### src/rtl/char_sequencer.sv
// char_sequencer: stores up to DEPTH 7-bit character codes and replays them, one strobe per GAP_TICKS ticks.
// Build option: define CHAR_SEQ_LOOP_EN to wrap playback to the first character until aborted.
module char_sequencer #(
  parameter int DEPTH     = 16,
  parameter int GAP_TICKS = 30
) (
  input  logic                     clk,
  input  logic                     rst_n,
  input  logic                     ena,
  input  logic                     tick,
  input  logic                     wr_en,
  input  logic [6:0]               wr_data,
  input  logic                     clear,
  input  logic                     start,
  input  logic                     abort,
  output logic [6:0]               char_out,
  output logic                     char_available,
  output logic                     busy,
  output logic                     done,
  output logic [$clog2(DEPTH):0]   count,
  output logic                     overflow
);
  // state | meaning
  // IDLE  | accepts writes and clear, waits for start
  // EMIT  | one-clk strobe of the character at rd_ptr
  // WAIT  | counts ticks until the next strobe or end of message
  localparam int AW = $clog2(DEPTH);
  localparam logic [1:0] S_IDLE = 2'd0;
  localparam logic [1:0] S_EMIT = 2'd1;
  localparam logic [1:0] S_WAIT = 2'd2;
  localparam logic [AW:0] DEPTH_C  = (AW+1)'(DEPTH);
  localparam logic [AW:0] PTR_ZERO = '0;
  localparam logic [7:0]  GAP_LOAD = 8'(GAP_TICKS);

  logic [6:0]  mem_q [DEPTH];
  logic [1:0]  state_q, state_d;
  logic [AW:0] count_q, count_d;
  logic [AW:0] rd_ptr_q, rd_ptr_d;
  logic [7:0]  gap_q, gap_d;
  logic        overflow_q, overflow_d;
  logic        done_q, done_d;
  logic [6:0]  char_q, char_d;
  logic        mem_we;

  always_comb begin
    state_d    = state_q;
    count_d    = count_q;
    rd_ptr_d   = rd_ptr_q;
    gap_d      = gap_q;
    overflow_d = overflow_q;
    char_d     = char_q;
    done_d     = 1'b0;
    mem_we     = 1'b0;
    unique case (state_q)
      S_IDLE: begin
        if (clear) begin
          count_d    = PTR_ZERO;
          overflow_d = 1'b0;
        end else if (wr_en) begin
          if (count_q < DEPTH_C) begin
            mem_we  = 1'b1;
            count_d = count_q + 1'b1;
          end else begin
            overflow_d = 1'b1;
          end
        end else if (start && (count_q != PTR_ZERO)) begin
          state_d  = S_EMIT;
          rd_ptr_d = PTR_ZERO;
          char_d   = mem_q[0];
        end
      end
      S_EMIT: begin
        rd_ptr_d = rd_ptr_q + 1'b1;
        gap_d    = GAP_LOAD;
        state_d  = S_WAIT;
      end
      S_WAIT: begin
        if (tick) begin
          if (gap_q == 8'd1) begin
            if (rd_ptr_q < count_q) begin
              state_d = S_EMIT;
              char_d  = mem_q[rd_ptr_q[AW-1:0]];
            end else begin
`ifdef CHAR_SEQ_LOOP_EN
              state_d  = S_EMIT;
              rd_ptr_d = PTR_ZERO;
              char_d   = mem_q[0];
`else
              state_d = S_IDLE;
              done_d  = 1'b1;
`endif
            end
          end else begin
            gap_d = gap_q - 8'd1;
          end
        end
      end
      default: state_d = S_IDLE;
    endcase
    // abort overrides everything above, including a pending start or end-of-message
    if (abort) begin
      state_d  = S_IDLE;
      rd_ptr_d = PTR_ZERO;
      done_d   = 1'b0;
    end
  end

  always_ff @(posedge clk) begin
    if (!rst_n) begin
      state_q    <= S_IDLE;
      count_q    <= PTR_ZERO;
      rd_ptr_q   <= PTR_ZERO;
      gap_q      <= 8'd0;
      overflow_q <= 1'b0;
      done_q     <= 1'b0;
      char_q     <= 7'h00;
    end else if (ena) begin
      state_q    <= state_d;
      count_q    <= count_d;
      rd_ptr_q   <= rd_ptr_d;
      gap_q      <= gap_d;
      overflow_q <= overflow_d;
      done_q     <= done_d;
      char_q     <= char_d;
    end
  end

  always_ff @(posedge clk) begin
    if (rst_n && ena && mem_we) mem_q[count_q[AW-1:0]] <= wr_data;
  end

  // A strobe or done held while ena is low re-appears once ena returns.
  assign char_available = ena && (state_q == S_EMIT);
  assign done           = ena && done_q;
  assign busy           = (state_q != S_IDLE);
  assign char_out       = char_q;
  assign count          = count_q;
  assign overflow       = overflow_q;
endmodule

### config.mk
export PLATFORM = sky130hd
export DESIGN_NAME = char_sequencer
export DESIGN_NICKNAME = d
export VERILOG_FILES = /design/src/rtl/char_sequencer.sv
export SDC_FILE = /design/constraint.sdc
export NUM_CORES = 1
export LEC_CHECK = 0
export BUFFER_PORTS_ARGS = -buffer_cell sky130_fd_sc_hd__buf_4
export CORE_MARGIN = 5
export CORE_UTILIZATION = 55
export DETAILED_ROUTE_END_ITERATION = 16
export GPL_ROUTABILITY_DRIVEN = 0
export GPL_TIMING_DRIVEN = 0
export PLACE_DENSITY = 0.73
export SLEW_MARGIN = 20
export SYNTH_ARGS = -nofsm -noshare
export SYNTH_HDL_FRONTEND = slang
export SYNTH_SLANG_ARGS = --single-unit
### constraint.sdc
create_clock -name clk -period 2.8 [get_ports clk]
set_input_delay 0.56 -clock clk [delete_from_list [all_inputs] [get_ports clk]]
set_output_delay 0.56 -clock clk [all_outputs]
set_load 0.02 [all_outputs]
==> run summary <==
The run finished with clean final reports. The setup-violating endpoint count in the final report came out at 0. After detailed routing, the met2 layer carries 6.08 mm of wire. Wire segments on met3 add up to 816 um in the final route.

The number of antenna violations at the first check in global routing is 0. The largest vdd supply drop came out at 0.000858 V. The cell area after synthesis came out at 6050 um^2.

The total nets after synthesis came out at 422. In the routed design, unresolved DRC markers number 0. The TritonCTS clock tree is built. The worst clock skew came out at 0.00738 ns. The routed metal-1 wirelength came out at 5.49 mm. Routed signal wires occupy layers up through met4.

Max-cap violations in this run came to 0. The share of the Yosys chip area taken by registers is 0.665. The final route contains 3551 vias. Wires add up to 12.6 mm.

The number of global-route vias before repair is 3579. The number of buffers added for setup after CTS is 0. The total CTS buffers came out at 17.

The count of input and output buffers is 29. The clock latency reported for the late side of the worst-skew pair is 0.54 ns. The number of antenna repair diodes came out at 0.

The full die area came out at 13200 um^2. The post-detailed-placement cell area came out at 6470 um^2. Setup repair after global routing could not meet its margin everywhere. The largest driver fanout on the critical path is 10. The number of cells on the worst hold path is 2.

After layout, the minimum clock period comes to 2.78 ns. The analysis attributes to cell leakage a power of 2.36 nW. The final critical-path share of the clock period is 0.992. The tightest hold margin came out at 0.282 ns. The average vias per placed instance came out at 5.96. The routed wire length per instance came out at 21.1 um.

The power density relative to cell area is 657 nW/um^2. The distinct cell type count after synthesis is 50. The cell depth of the worst flop-to-flop path is 6.

Yosys printed 0 warnings. The share of post-route cells with drive strength above 1 came out at 0.237. The finished cells cover 7050 um^2. STA puts the critical path data arrival time at 2.95 ns. Global routing finished with a remaining overflow of 0. The wire length of the first global-routing pass is 20.0 mm. The most common cell after layout, fill and taps aside is edfxtp_1. The die extent in x is 115 um. The number of flops mapped to enable cells by yosys came out at 112. The vertical die dimension is 115 um. The count of filler cells inserted in the layout came out at 756.

The normalized max-slew margin is 0.422. The required arrival time at the worst endpoint is 2.97 ns. The sort of element at the start of the critical path is a register. The floorplan has 38 rows. The count of nets left with antenna violations once routing finished came out at 0. The number of buffers added to fix hold violations after cts is 0. Clock tree synthesis selected as its root buffer the cell clkbuf_8. The gate count of the mapped netlist came out at 396.

After clock tree synthesis, the clock-pin slew on the worst setup and hold paths is 0.06 ns. The final number of hold-violating endpoints came out at 0. The H-tree was split into 4 levels. The type of the most critical hold path is primary input to register. For this run, the leading register cell type out of synthesis is edfxtp_1. The mean instance size in the synthesized netlist came out at 15.3 um^2. In the global route stage, overall resource usage came out at 0.210.

The top-level port count is 31. The register bit count reported by yosys came out at 145. The estimated wirelength of the detail-placed design is 8.56 mm. The starting density of the core came out at 0.561. The area added between synthesis and finish is 16.5%. The buffer levels on the longest clock path came out at 2. The slew of the pin with the lowest slew margin is 0.860 ns. CTS saw 145 sinks. The largest net degree at the start of global routing came out at 17.

The top cell types in the final layout, fill and taps aside, are edfxtp_1, dfxtp_1, mux4_2, nor2_1, buf_4. The setup check on the worst reg-to-reg path leaves a slack of 0.02 ns. The violation count after the first detailed-routing iteration came out at 360.

The placeable core region came out at 10800 um^2. The highest achievable clock rate came out at 0.360 GHz. The final layout contains 470 nets. The nature of the critical path endpoint is a register. The number of pins with negative max-slew slack in the final report is 0. After synthesis, the share of flip-flops with an asynchronous set or reset is 0. The first detailed-routing pass ran for 4 iterations. The setup TNS came out at 0 ns. The critical path start-end classification is register to register.
[area by class of cell]
cell class                      count  area [um^2]  area share
Buffer                             16         83.8      0.0119
Clock buffer                       17          414      0.0587
Clock inverter                     14          166      0.0236
Inverter                           20         75.1      0.0106
Multi-Input combinational cell    215         1900       0.269
Sequential cell                   145         4020       0.571
Tap cell                          140          175      0.0248
Timing Repair Buffer               29          218      0.0309
[what timing repair did]
item                       4_1_cts  5_1_grt
pin swaps                        0        0
setup endpoints to repair        7      105
resized for setup                1        1
[cells by family after synthesis]
kind of cell	after synthesis	synth area share
xor gates and xnor gates	7	0.0101
and+or+nand+nor	101	0.0831
AOI/OAI and AO/OA	59	0.0659
adders and majority gates	11	0.0227
muxes	37	0.127
buffers and inverters	36	0.0262
DFF	145	0.665
[where the power goes]
part | internal (W) | total, W | switching (W)
Sequential | 0.00232 | 0.00232 | 0.00000372
Combinational | 0.0000307 | 0.0000978 | 0.0000671
Clock | 0.00135 | 0.00222 | 0.000867
[state kept, by name, indices dropped and copies added, names as in the netlist, named ones only]
name,flops
mem_q,112
gap_q,8
char_out,7
count,5
rd_ptr_q,5
state_q,2
done_q,1
overflow,1
[layer usage]
layer	up-vias	GRT usage
li1	1641	-
met1	1761	0.289
met2	130	0.323
met3	19	0.0537
met4	0	0.0829
met5	-	0
[cell usage after synthesis (6+ instances only)]
| cell type | count | area (um^2) |
|---|---|---|
| nor3_1 | 11 | 55.1 |
| clkbuf_1 | 9 | 33.8 |
| nor2_1 | 32 | 120 |
| inv_1 | 13 | 48.8 |
| mux4_2 | 32 | 721 |
| a31o_1 | 6 | 52.6 |
| ha_1 | 11 | 138 |
| a31oi_1 | 7 | 43.8 |
| o21ai_0 | 6 | 30.0 |
| nand2_1 | 28 | 105 |
| clkinv_1 | 7 | 26.3 |
| dfxtp_1 | 33 | 661 |
| a21oi_1 | 11 | 55.1 |
| edfxtp_1 | 112 | 3360 |
| o21ai_1 | 8 | 40.0 |
[critical path, stage by stage, from the launching register on]
cell      delay, ns
dfxtp_1        0.32
clkbuf_1       0.20
nor3b_1        0.53
nand2_1        0.13
nor4_2         0.33
nand2_1        0.23
nor2_1         0.66
[through the flow]
stage	power [W]	std cells	setup slack, ns	utilization
6_report	0.00464	596	0.0210	0.653
5_1_grt	0.00476	596	-0.180	0.653
4_1_cts	0.00466	596	0.0170	0.653
3_5_place_dp	0.00246	565	-0.284	0.599
3_3_place_gp	0.00246	565	-0.585	0.597
2_1_floorplan	0.00241	396	0.273	-
[path summary, 6_finish.rpt]
path,from,to
worst max register to register,state_q[0],mem_q[14][3]
worst min-delay path,rst_n,char_out[6]
worst max-delay path,state_q[0],mem_q[14][3]
worst min register to register,char_out[0],char_out[0]
(Power assumes the default switching activity.)
